<file path="config.mk">
export PLATFORM = sky130hd
export DESIGN_NAME = start_sequencer
export DESIGN_NICKNAME = d
export VERILOG_FILES = /design/src/rtl/start_sequencer.sv
export SDC_FILE = /design/constraint.sdc
export NUM_CORES = 1
export LEC_CHECK = 0
export ABC_CLOCK_PERIOD_IN_PS = 3170
export CAP_MARGIN = 20
export CORE_UTILIZATION = 56
export CTS_CLUSTER_SIZE = 16
export DETAILED_ROUTE_END_ITERATION = 16
export GPL_ROUTABILITY_DRIVEN = 0
export GPL_TIMING_DRIVEN = 0
export PLACE_DENSITY_LB_ADDON = 0.1
export RECOVER_POWER = 100
export SYNTH_ARGS = -nofsm -noshare
export SYNTH_HDL_FRONTEND = slang
export SYNTH_SLANG_ARGS = --single-unit
</file>
<file path="constraint.sdc">
create_clock -name Master_Clock -period 3.17 [get_ports Master_Clock]
set_clock_uncertainty 0.05 [all_clocks]
set_input_delay 0.4755 -clock Master_Clock [delete_from_list [all_inputs] [get_ports Master_Clock]]
set_output_delay 0.4755 -clock Master_Clock [all_outputs]
set_load 0.05 [all_outputs]
</file>
<file path="src/rtl/start_sequencer.sv">
// Timed-run sequencer launched on a rising edge of the start detector's level.
// Drives a seconds countdown, a progress bar and the detector's hold-enable.
module start_sequencer #(
  parameter int TICK_COUNT   = 100_000_000,
  parameter int RUN_SECONDS  = 10,
  parameter int DONE_SECONDS = 3
) (
  input  logic        Master_Clock,
  input  logic        Reset,
  input  logic        Start,
  input  logic        Abort,
  output logic        task_active,
  output logic        running,
  output logic        done,
  output logic [3:0]  seconds_left,
  output logic [15:0] led
);

  typedef enum logic [1:0] {ST_IDLE, ST_RUNNING, ST_DONE} state_t;

  localparam logic [26:0] TICK_LAST = 27'(TICK_COUNT - 1);
  localparam logic [3:0]  RUN_S     = 4'(RUN_SECONDS);
  localparam logic [3:0]  DONE_S    = 4'(DONE_SECONDS);

  state_t      state_reg;
  state_t      state_next;
  logic [26:0] tick_cnt_reg;
  logic [3:0]  done_cnt_reg;
  logic        start_q;
  logic        start_rise;
  logic        tick;
  logic [3:0]  elapsed_next;
  logic [15:0] bar_next;

  assign start_rise   = Start & ~start_q;
  assign tick         = (state_reg != ST_IDLE) && (tick_cnt_reg == TICK_LAST);
  // Elapsed seconds after the decrement this tick is about to apply.
  assign elapsed_next = RUN_S - (seconds_left - 4'd1);

  genvar gi;
  generate
    for (gi = 0; gi < 16; gi++) begin : g_bar
      assign bar_next[gi] = (5'(gi) < {1'b0, elapsed_next});
    end
  endgenerate

  always_ff @(posedge Master_Clock) begin
    if (Reset) begin
      state_reg <= ST_IDLE;
    end else begin
      state_reg <= state_next;
    end
  end

  always_comb begin
    state_next = state_reg;
    case (state_reg)
      ST_IDLE: begin
        if (start_rise) state_next = ST_RUNNING;
      end
      ST_RUNNING: begin
        if (Abort) state_next = ST_IDLE;
        else if (tick && seconds_left == 4'd1) state_next = ST_DONE;
      end
      ST_DONE: begin
        if (Abort) state_next = ST_IDLE;
        else if (tick && done_cnt_reg == 4'd1) state_next = ST_IDLE;
      end
      default: state_next = ST_IDLE;
    endcase
  end

  always_comb begin
    task_active = (state_reg == ST_IDLE);
    running     = (state_reg == ST_RUNNING);
    done        = (state_reg == ST_DONE);
  end

  // Tick counter restarts on every state entry so each run and DONE phase is whole seconds.
  always_ff @(posedge Master_Clock) begin
    if (Reset || state_reg == ST_IDLE || state_next != state_reg || tick) begin
      tick_cnt_reg <= '0;
    end else begin
      tick_cnt_reg <= tick_cnt_reg + 27'd1;
    end
  end

  always_ff @(posedge Master_Clock) begin
    if (Reset) begin
      start_q      <= 1'b1;
      seconds_left <= 4'd0;
      led          <= 16'h0000;
      done_cnt_reg <= 4'd0;
    end else begin
      start_q <= Start;
      case (state_reg)
        ST_IDLE: begin
          if (start_rise) begin
            seconds_left <= RUN_S;
            led          <= 16'h0000;
          end
        end
        ST_RUNNING: begin
          if (Abort) begin
            seconds_left <= 4'd0;
            led          <= 16'h0000;
          end else if (tick) begin
            if (seconds_left == 4'd1) begin
              seconds_left <= 4'd0;
              led          <= 16'hFFFF;
              done_cnt_reg <= DONE_S;
            end else begin
              seconds_left <= seconds_left - 4'd1;
              led          <= bar_next;
            end
          end
        end
        ST_DONE: begin
          if (Abort) begin
            seconds_left <= 4'd0;
            led          <= 16'h0000;
          end else if (tick) begin
            if (done_cnt_reg == 4'd1) led <= 16'h0000;
            else done_cnt_reg <= done_cnt_reg - 4'd1;
          end
        end
        default: begin
          seconds_left <= 4'd0;
          led          <= 16'h0000;
        end
      endcase
    end
  end

endmodule

</file>
==> results of run 1 <==
worst paths after layout:
path,from,to,slack [ps],cells after the start
hold / removal,led[10],led[10],420,1
setup / recovery,seconds_left[0],led[8],330,9
hold reg to reg,led[10],led[10],420,1
setup reg to reg,seconds_left[0],led[8],330,9
layer usage:
layer / up-vias / global-route usage / share of wire
li1: 1136 / - / -
met1: 1052 / 0.299 / 0.45
met2: 33 / 0.412 / 0.51
met3: 4 / 0.0356 / 0.029
met4: 0 / 0.0867 / 0.0064
met5: - / 0 / 0
critical path: stages, from the launching register on:
cell	delay [ps]
dfxtp_1	390
clkbuf_1	270
inv_1	140
ha_1	380
nor3b_1	180
o21a_1	190
o311ai_1	480
and2_0	190
clkbuf_1	310
a32o_1	220
synth_stat cells (all sizes together), types with 5 or more instances:
library cell	count
a21oi	15
a22o	8
a32o	5
and3	9
buf	8
dfxtp	54
ha	6
inv	15
nand2	12
nand3	17
nand4	10
nor2	39
nor2b	5
nor3	13
o21ai	12
xnor2	8
xor2	18
cell families after synthesis:
family,synth area share
simple gates,0.266
compound gates,0.164
flops,0.409
buf+inv,0.0468
xor+xnor,0.0861
fa+ha+maj,0.0284
power breakdown:
part	leakage, nW	total (W)	switching, W	internal [W]
Clock	0.0447	0.000397	0.000237	0.000160
Sequential	0.435	0.000687	0.00000528	0.000681
Combinational	0.647	0.0000793	0.0000538	0.0000255
Total	1.13	0.00116	0.000296	0.000867
cell type report:
type / instances / area [sq um]
plain buffers: 12 / 51.3
clock buffers: 5 / 68.8
clock inverters: 3 / 25.0
fillers: 395 / 1440
inverters: 15 / 56.3
multi-input cells: 219 / 1400
flip-flops and latches: 54 / 1080
well taps: 52 / 65.1
repair buffers: 26 / 260
per-stage QoR:
stage | cells | cell area, sq um | hold slack [ps]
2_1_floorplan | 300 | 2650 | 380
5_1_grt | 386 | 3010 | 446
4_1_cts | 386 | 3070 | 429
3_5_place_dp | 378 | 2970 | 406
3_3_place_gp | 378 | 2970 | 394
6_report | 386 | 3010 | 422
==> out/metrics.yaml, run 1 <==
die_x_um: 70.7
io_pins: 27
setup-violations-final: 0
cp-end-kind: "register"
crit_type: "reg2reg"
synthArstFlopShare: 0
drive_above_1_share: 0.0659
final_cell_mix: "dfxtp_1 (54), nor2_1 (39), dlygate4sd3_1 (25)"
ys_seq_area_frac: 0.409
power.leakage_nw: 1.13
clk_latency_ps: 310
portBuffers: 26
drtAntennaViolNets: 0
drt_iter0_markers: 193
hold_buffers: 0
ys_ff_latch: 54
power.density_nw_per_um2: 387
synth_area_sq_um: 2650
wl_per_cell_um: 14.2
violations: "design-rule violations"
post_cts_buffers: 0
final_common_cell: "dfxtp_1"
path_max_fanout: 8
drc: 4
cts_resized: 0
grt_max_degree: 19
power_w: 0.00116
initial_core_util: 0.595
worstMarginPinSlew_ps: 839
relSlewSlack: 0.436
numClockSinks: 54
worstPathArrival_ps: 3050
syn2layout_area_growth_pct: 13.7
clock_path_buffers: 2
hold_violations: 0
die_y_um: 70.7
final_nets: 343
cp.required_ps: 3380
status: "complete, but fails checks"
cts_tree: "yes"
tns_ps: 0
die_area_sq_um: 5000
antenna-diode-count: 0
synth_top_area_frac: 0.409
synth.area.top_cells: "dfxtp_1 (41%), xor2_1 (6.0%), nor2_1 (5.2%)"
synth-edff-count: 0
yosys.area.top_type: "dfxtp_1"
yosys_most_used_dff: "dfxtp_1"
dp_slack_ps: 429
syn_area_per_cell_sq_um: 8.82
viasPerCell: 5.76
h-tree-depth: 2
largest_register_ffs: 27
drt_wl_total_um: 5460
utilization: 0.677
drv_slew: 0
coreArea_sq_um: 4440
syn_nets: 310
fin_crit_sh: 0.896
grt_pass1_wl_um: 9580
numCtsBuffers: 5
crit_path_start_kind: "register"
rows: 24
yosysWarnings: 0
rsz0062_at_grt: "no"
irDropWorstVdd_v: 0.000218
period_needed_ps: 2840
fmax_mhz: 352
cts_root_buf: "clkbuf_8"
syn_inst: 300
antenna_found_initial: 0
synthDistinctLibCells: 50
grt-ovfl-total: 0
clk_pin_slew_ps: 100
hp-class: "reg2reg"
grt_pass1_vias: 2101
max_cap_viol_count: 0
grt_usage: 0.237
num_vias: 2225
dp_hpwl_um: 4060
fin_ws_ps: 328
firstDrtPassIters: 10
Power figures use the tool's default switching activity.
==> run 2: changes to the inputs <==
CORE_UTILIZATION = 59   (was 56)
DONT_BUFFER_PORTS = 1   (was default)
GPL_ROUTABILITY_DRIVEN = default   (was 0)
==> out/metrics.yaml, run 2 (synthesized netlist as in run 1, its figures left out) <==
status: "finished, final reports clean"
hp-class: "in2reg"
numCtsBuffers: 5  # unchanged
power.leakage_nw: 0.965  # -14%
numClockSinks: 54  # unchanged
drt_iter0_markers: 114  # -41%
rows: 23  # -4.2%
clk_latency_ps: 320  # about the same
drtAntennaViolNets: 0  # unchanged
io_pins: 27  # unchanged
worstMarginPinSlew_ps: 1020  # +180 ps
fillers: 365  # -7.6%
drive_above_1_share: 0.0877  # +0.0218
crit_buf_inv: 2  # -1
setup-violations-final: 0  # unchanged
rr_worst_depth: 8  # -1
min_delay_path_depth: 1  # unchanged
largest_register_ffs: 27  # unchanged
hp-start: "Start"
crit_path_start_kind: "register"
antenna-diode-count: 0  # unchanged
grt_max_degree: 19  # unchanged
antenna_found_initial: 0  # unchanged
grt-ovfl-total: 0  # unchanged
reg2reg_from: "seconds_left[1]"
multiInputGateArea_sq_um: 1420  # +1.3%
crit_type: "reg2reg"
max_cap_viol_count: 0  # unchanged
die_area_sq_um: 4760  # -4.9%
cts_tree: "yes"
worstSetupEndpoint: "led[8]"
drv_slew: 0  # unchanged
final_nets: 317  # -7.6%
crit_chain: "inv_1 > ha_1 > nor3b_1 > o21ai_0 > nand4_1 > and2_1 > clkbuf_2 > a32o_1"
initial_core_util: 0.639  # +0.0431
die_y_um: 69.0  # -2.5%
r2r_slack_ps: 300  # -30 ps
cp-end-kind: "register"
rsz0062_at_grt: "no"
wl_per_cell_um: 14.8  # +4.2%
clk_pin_slew_ps: 100  # about the same
startpoint: "seconds_left[1]"
tns_ps: 0  # unchanged
relSlewSlack: 0.318  # -0.118
coreArea_sq_um: 4140  # -6.8%
final_common_cell: "dfxtp_1"
irDropWorstVdd_v: 0.000335  # +54%
path_max_fanout: 8  # unchanged
hold_buffers: 0  # unchanged
clock_path_buffers: 2  # unchanged
portBuffers: 0  # -100%
fin_crit_sh: 0.905  # +0.00899
drc: 0  # -4
period_needed_ps: 2870  # +28.5 ps
final_cell_mix: "dfxtp_1 (53), nor2_1 (39), xor2_1 (18)"
grt_pass1_vias: 1946  # -7.4%
top_usage_layer: "met2"
seqCellArea_sq_um: 1080  # +0.12%
cp_slowest_cell: "dfxtp_1"
use_met1: 0.277  # -0.0225
num_vias: 2121  # -4.7%
worstReg2RegEnd: "led[8]"
holdWs_ps: 201  # -221 ps
h-tree-depth: 2  # unchanged
die_x_um: 69.0  # -2.5%
syn2layout_area_growth_pct: 4.78
utilization: 0.669  # -0.00772
drt_wl_total_um: 5280  # -3.3%
slowest_delay_ps: 810  # +330 ps
dp_hpwl_um: 3790  # -6.5%
worstPathArrival_ps: 3030  # -20 ps
cts_root_buf: "clkbuf_8"
grt_pass1_wl_um: 8490  # -11%
place_congestion: 0.842
viasPerCell: 5.92  # +2.8%
firstDrtPassIters: 4  # -6
grt_usage: 0.244  # +0.00705
met3_usage: 0.0641  # +0.0285
path_depth: 8  # -1
use_met2: 0.441  # +0.0281
hold_violations: 0  # unchanged
critical_path.top_delay_family: "flip-flops"
cp.required_ps: 3330  # -50 ps
fmax_mhz: 348  # -0.99%
power.density_nw_per_um2: 417  # +7.9%
-- run 2: cell types whose count changed in the layout (fill, tap and decap cells not counted) --
cell,delta
clkinv_4,-1
clkinvlp_4,+1
dfxtp_2,+1
clkbuf_2,+1
clkbuf_1,-2
o311ai_2,+1
clkdlybuf4s50_1,-1
a21oi_4,+1
dfxtp_1,-1
a21oi_1,-1
buf_6,+1
o311ai_1,-1
dlygate4sd3_1,-25
-- run 2: through the flow --
step           worst slack, ps  area, sq um  power [W]  instances
6_report                   300         2770    0.00116        358
5_1_grt                    103         2770    0.00120        358
4_1_cts                    180         2800    0.00117        358
3_5_place_dp               192         2710   0.000776        350
3_3_place_gp               206         2710   0.000775        350
2_1_floorplan              471         2650   0.000762        300
-- run 2: layer usage --
layer,wire length (um),vias to the layer above
met5,0,-
met4,48,0
met3,197,4
met2,2590,38
met1,2450,994
li1,-,1085
-- run 2: worst min-delay path by stage --
stage | endpoint | slack [ps]
6_report | start_q | 200
5_1_grt | start_q | 190
4_1_cts | start_q | 190
3_5_place_dp | tick_cnt_reg[0] | 420
3_3_place_gp | tick_cnt_reg[0] | 400
2_1_floorplan | tick_cnt_reg[0] | 380
-- run 2: cell type report --
class,instances,area share
Multi-Input combinational cell,219,0.512
Inverter,15,0.0203
Clock inverter,3,0.00857
Buffer,12,0.0217
Clock buffer,5,0.0248
Tap cell,50,0.0226
Sequential cell,54,0.390
-- run 2: timing repair --
| action | CTS | global route |
|---|---|---|
| setup endpoints to repair | 0 | 9 |
| gates resized for setup | 0 | 1 |
| setup buffers | 0 | 0 |
-- run 2: report_power, final --
part | switching, W | internal, W | total (W)
Clock | 0.000239 | 0.000158 | 0.000397
Combinational | 0.0000436 | 0.0000225 | 0.0000661
Sequential | 0.0000127 | 0.000681 | 0.000694
Total | 0.000295 | 0.000862 | 0.00116
==> run 3: changes to the inputs <==
CORE_MARGIN = 8   (was default)
==> out/metrics.yaml, run 3 (synthesized netlist as in run 1, its figures left out) <==
seqPwrFrac: 0.570  # -0.030
power_w: 0.00122  # +5.2%
worstPathArrival_ps: 3040  # about the same
portBuffers: 0  # unchanged
rows: 24  # +4.3%
drt_wl_total_um: 5660  # +7.1%
slowest_delay_ps: 840  # +30 ps
dp_hpwl_um: 4050  # +6.7%
min_delay_path_depth: 1  # unchanged
post_cts_buffers: 0  # unchanged
rr_worst_depth: 8  # unchanged
status: "finished, final reports clean"
largest_register_ffs: 27  # unchanged
relSlewSlack: 0.322  # +0.00391
final_common_cell: "dfxtp_1"
dp_slack_ps: 173  # -19.1 ps
drive_above_1_share: 0.0942  # +0.00649
grt_pass1_wl_um: 9410  # +11%
drt_iter0_markers: 94  # -18%
power.leakage_nw: 0.984  # +2.0%
path_max_fanout: 8  # unchanged
viasPerCell: 5.91  # -0.23%
place_congestion: 0.825  # -2.1%
fin_crit_sh: 0.911  # +0.00550
p_sw_frac: 0.230  # -0.0246
cts_root_buf: "clkbuf_8"
hp-class: "in2reg"
die_y_um: 83.0  # +20%
grt_max_degree: 17  # -2
power.internal_w: 0.000937  # +8.7%
cp_slowest_cell: "dfxtp_1"
crit_type: "reg2reg"
numCtsBuffers: 5  # unchanged
grt_usage: 0.160  # -0.0848
antenna-diode-count: 0  # unchanged
fmax_mhz: 346  # -0.60%
hold_end: "start_q"
die_x_um: 83.0  # +20%
max_cap_viol_count: 0  # unchanged
num_vias: 2128  # +0.33%
pwr-share-comb: 0.056  # about the same
cp-end-kind: "register"
p_clk_frac: 0.373  # +0.030
die_area_sq_um: 6880  # +45%
drv_slew: 0  # unchanged
coreArea_sq_um: 4320  # +4.3%
irDropWorstVdd_v: 0.000298  # -11%
worstReg2RegEnd: "led[14]"
cp.required_ps: 3320  # about the same
firstDrtPassIters: 4  # unchanged
numClockSinks: 54  # unchanged
tns_ps: 0  # unchanged
initial_core_util: 0.612  # -0.0266
cts_tree: "yes"
grt-ovfl-total: 0  # unchanged
hold_violations: 0  # unchanged
grt_pass1_vias: 2005  # +3.0%
final_cell_mix: "dfxtp_1 (53), nor2_1 (39), xor2_1 (18)"
crit_path_start_kind: "register"
io_pins: 27  # unchanged
final_nets: 317  # unchanged
worstMarginPinSlew_ps: 1010  # -5.84 ps
hp-start: "Start"
period_needed_ps: 2890  # +17.4 ps
antenna_found_initial: 0  # unchanged
r2r_slack_ps: 280  # -20 ps
h-tree-depth: 2  # unchanged
drtAntennaViolNets: 0  # unchanged
crit_chain: "inv_1 > ha_1 > nor3b_1 > o21ai_0 > nand4_1 > and2_1 > clkbuf_2 > a32o_1"
clk_pin_slew_ps: 90  # about the same
clk_latency_ps: 310  # about the same
wl_per_cell_um: 15.7  # +6.5%
rsz0062_at_grt: "no"
reg2reg_from: "seconds_left[1]"
syn2layout_area_growth_pct: 5.77
fin_ws_ps: 283  # -17.4 ps
crit_buf_inv: 2  # unchanged
switching_power_w: 0.000280  # -5.0%
clock_path_buffers: 2  # unchanged
critical_path.top_delay_family: "flip-flops"
power.density_nw_per_um2: 435  # +4.2%
setup-violations-final: 0  # unchanged
drc: 0  # unchanged
run 3: per-layer routing:
| metal | part of all wire | up-vias | wire, um | GRT usage |
|---|---|---|---|---|
| met2 | 0.50 | 42 | 2840 | 0.282 |
| met3 | 0.052 | 10 | 292 | 0.0488 |
| met1 | 0.43 | 999 | 2430 | 0.174 |
| met4 | 0.016 | 0 | 91 | 0.0575 |
| li1 | - | 1077 | - | - |
| met5 | 0 | - | 0 | 0 |
run 3: what timing repair did:
item / 4_1_cts / 5_1_grt
gates resized for setup: 0 / 2
hold endpoints to repair: 0 / 0
setup endpoints to repair: 0 / 8
hold buffers: 0 / 0
run 3: per-stage QoR:
step	cells	instance area [sq um]	hold slack (ps)	util
after floorplan	300	2650	380	-
after detailed placement	352	2710	398	0.627
after global placement	352	2710	394	0.627
after global routing	360	2800	203	0.647
final	360	2800	222	0.647
after CTS	360	2820	213	0.652
run 3: cell type report:
type	count	area (sq um)
Clock inverter	3	40.0
Buffer	12	61.3
Multi-Input combinational cell	219	1430
Clock buffer	5	68.8
Fill cell	377	1530
Tap cell	52	65.1
Sequential cell	54	1080
Inverter	15	56.3
run 3: how the worst max path moves through the flow:
| stage | startpoint | endpoint | slack [ps] | cells past startpoint |
|---|---|---|---|---|
| finish | seconds_left[1] | led[14] | 280 | 8 |
| global route | tick_cnt_reg[0] | tick_cnt_reg[17] | 110 | 7 |
| CTS | seconds_left[0] | led[3] | 140 | 8 |
| detailed placement | seconds_left[0] | led[14] | 170 | 9 |
| global placement | seconds_left[0] | led[3] | 190 | 8 |
| floorplan | seconds_left[0] | led[3] | 470 | 8 |
run 3: power by group through the flow:
stage	logic (W)	clock network (W)	registers [W]
2_1_floorplan	0.0000539	0	0.000708
6_report	0.0000687	0.000455	0.000694
3_5_place_dp	0.0000667	0	0.000710
3_3_place_gp	0.0000660	0	0.000710
5_1_grt	0.0000750	0.000497	0.000695
4_1_cts	0.0000669	0.000466	0.000694
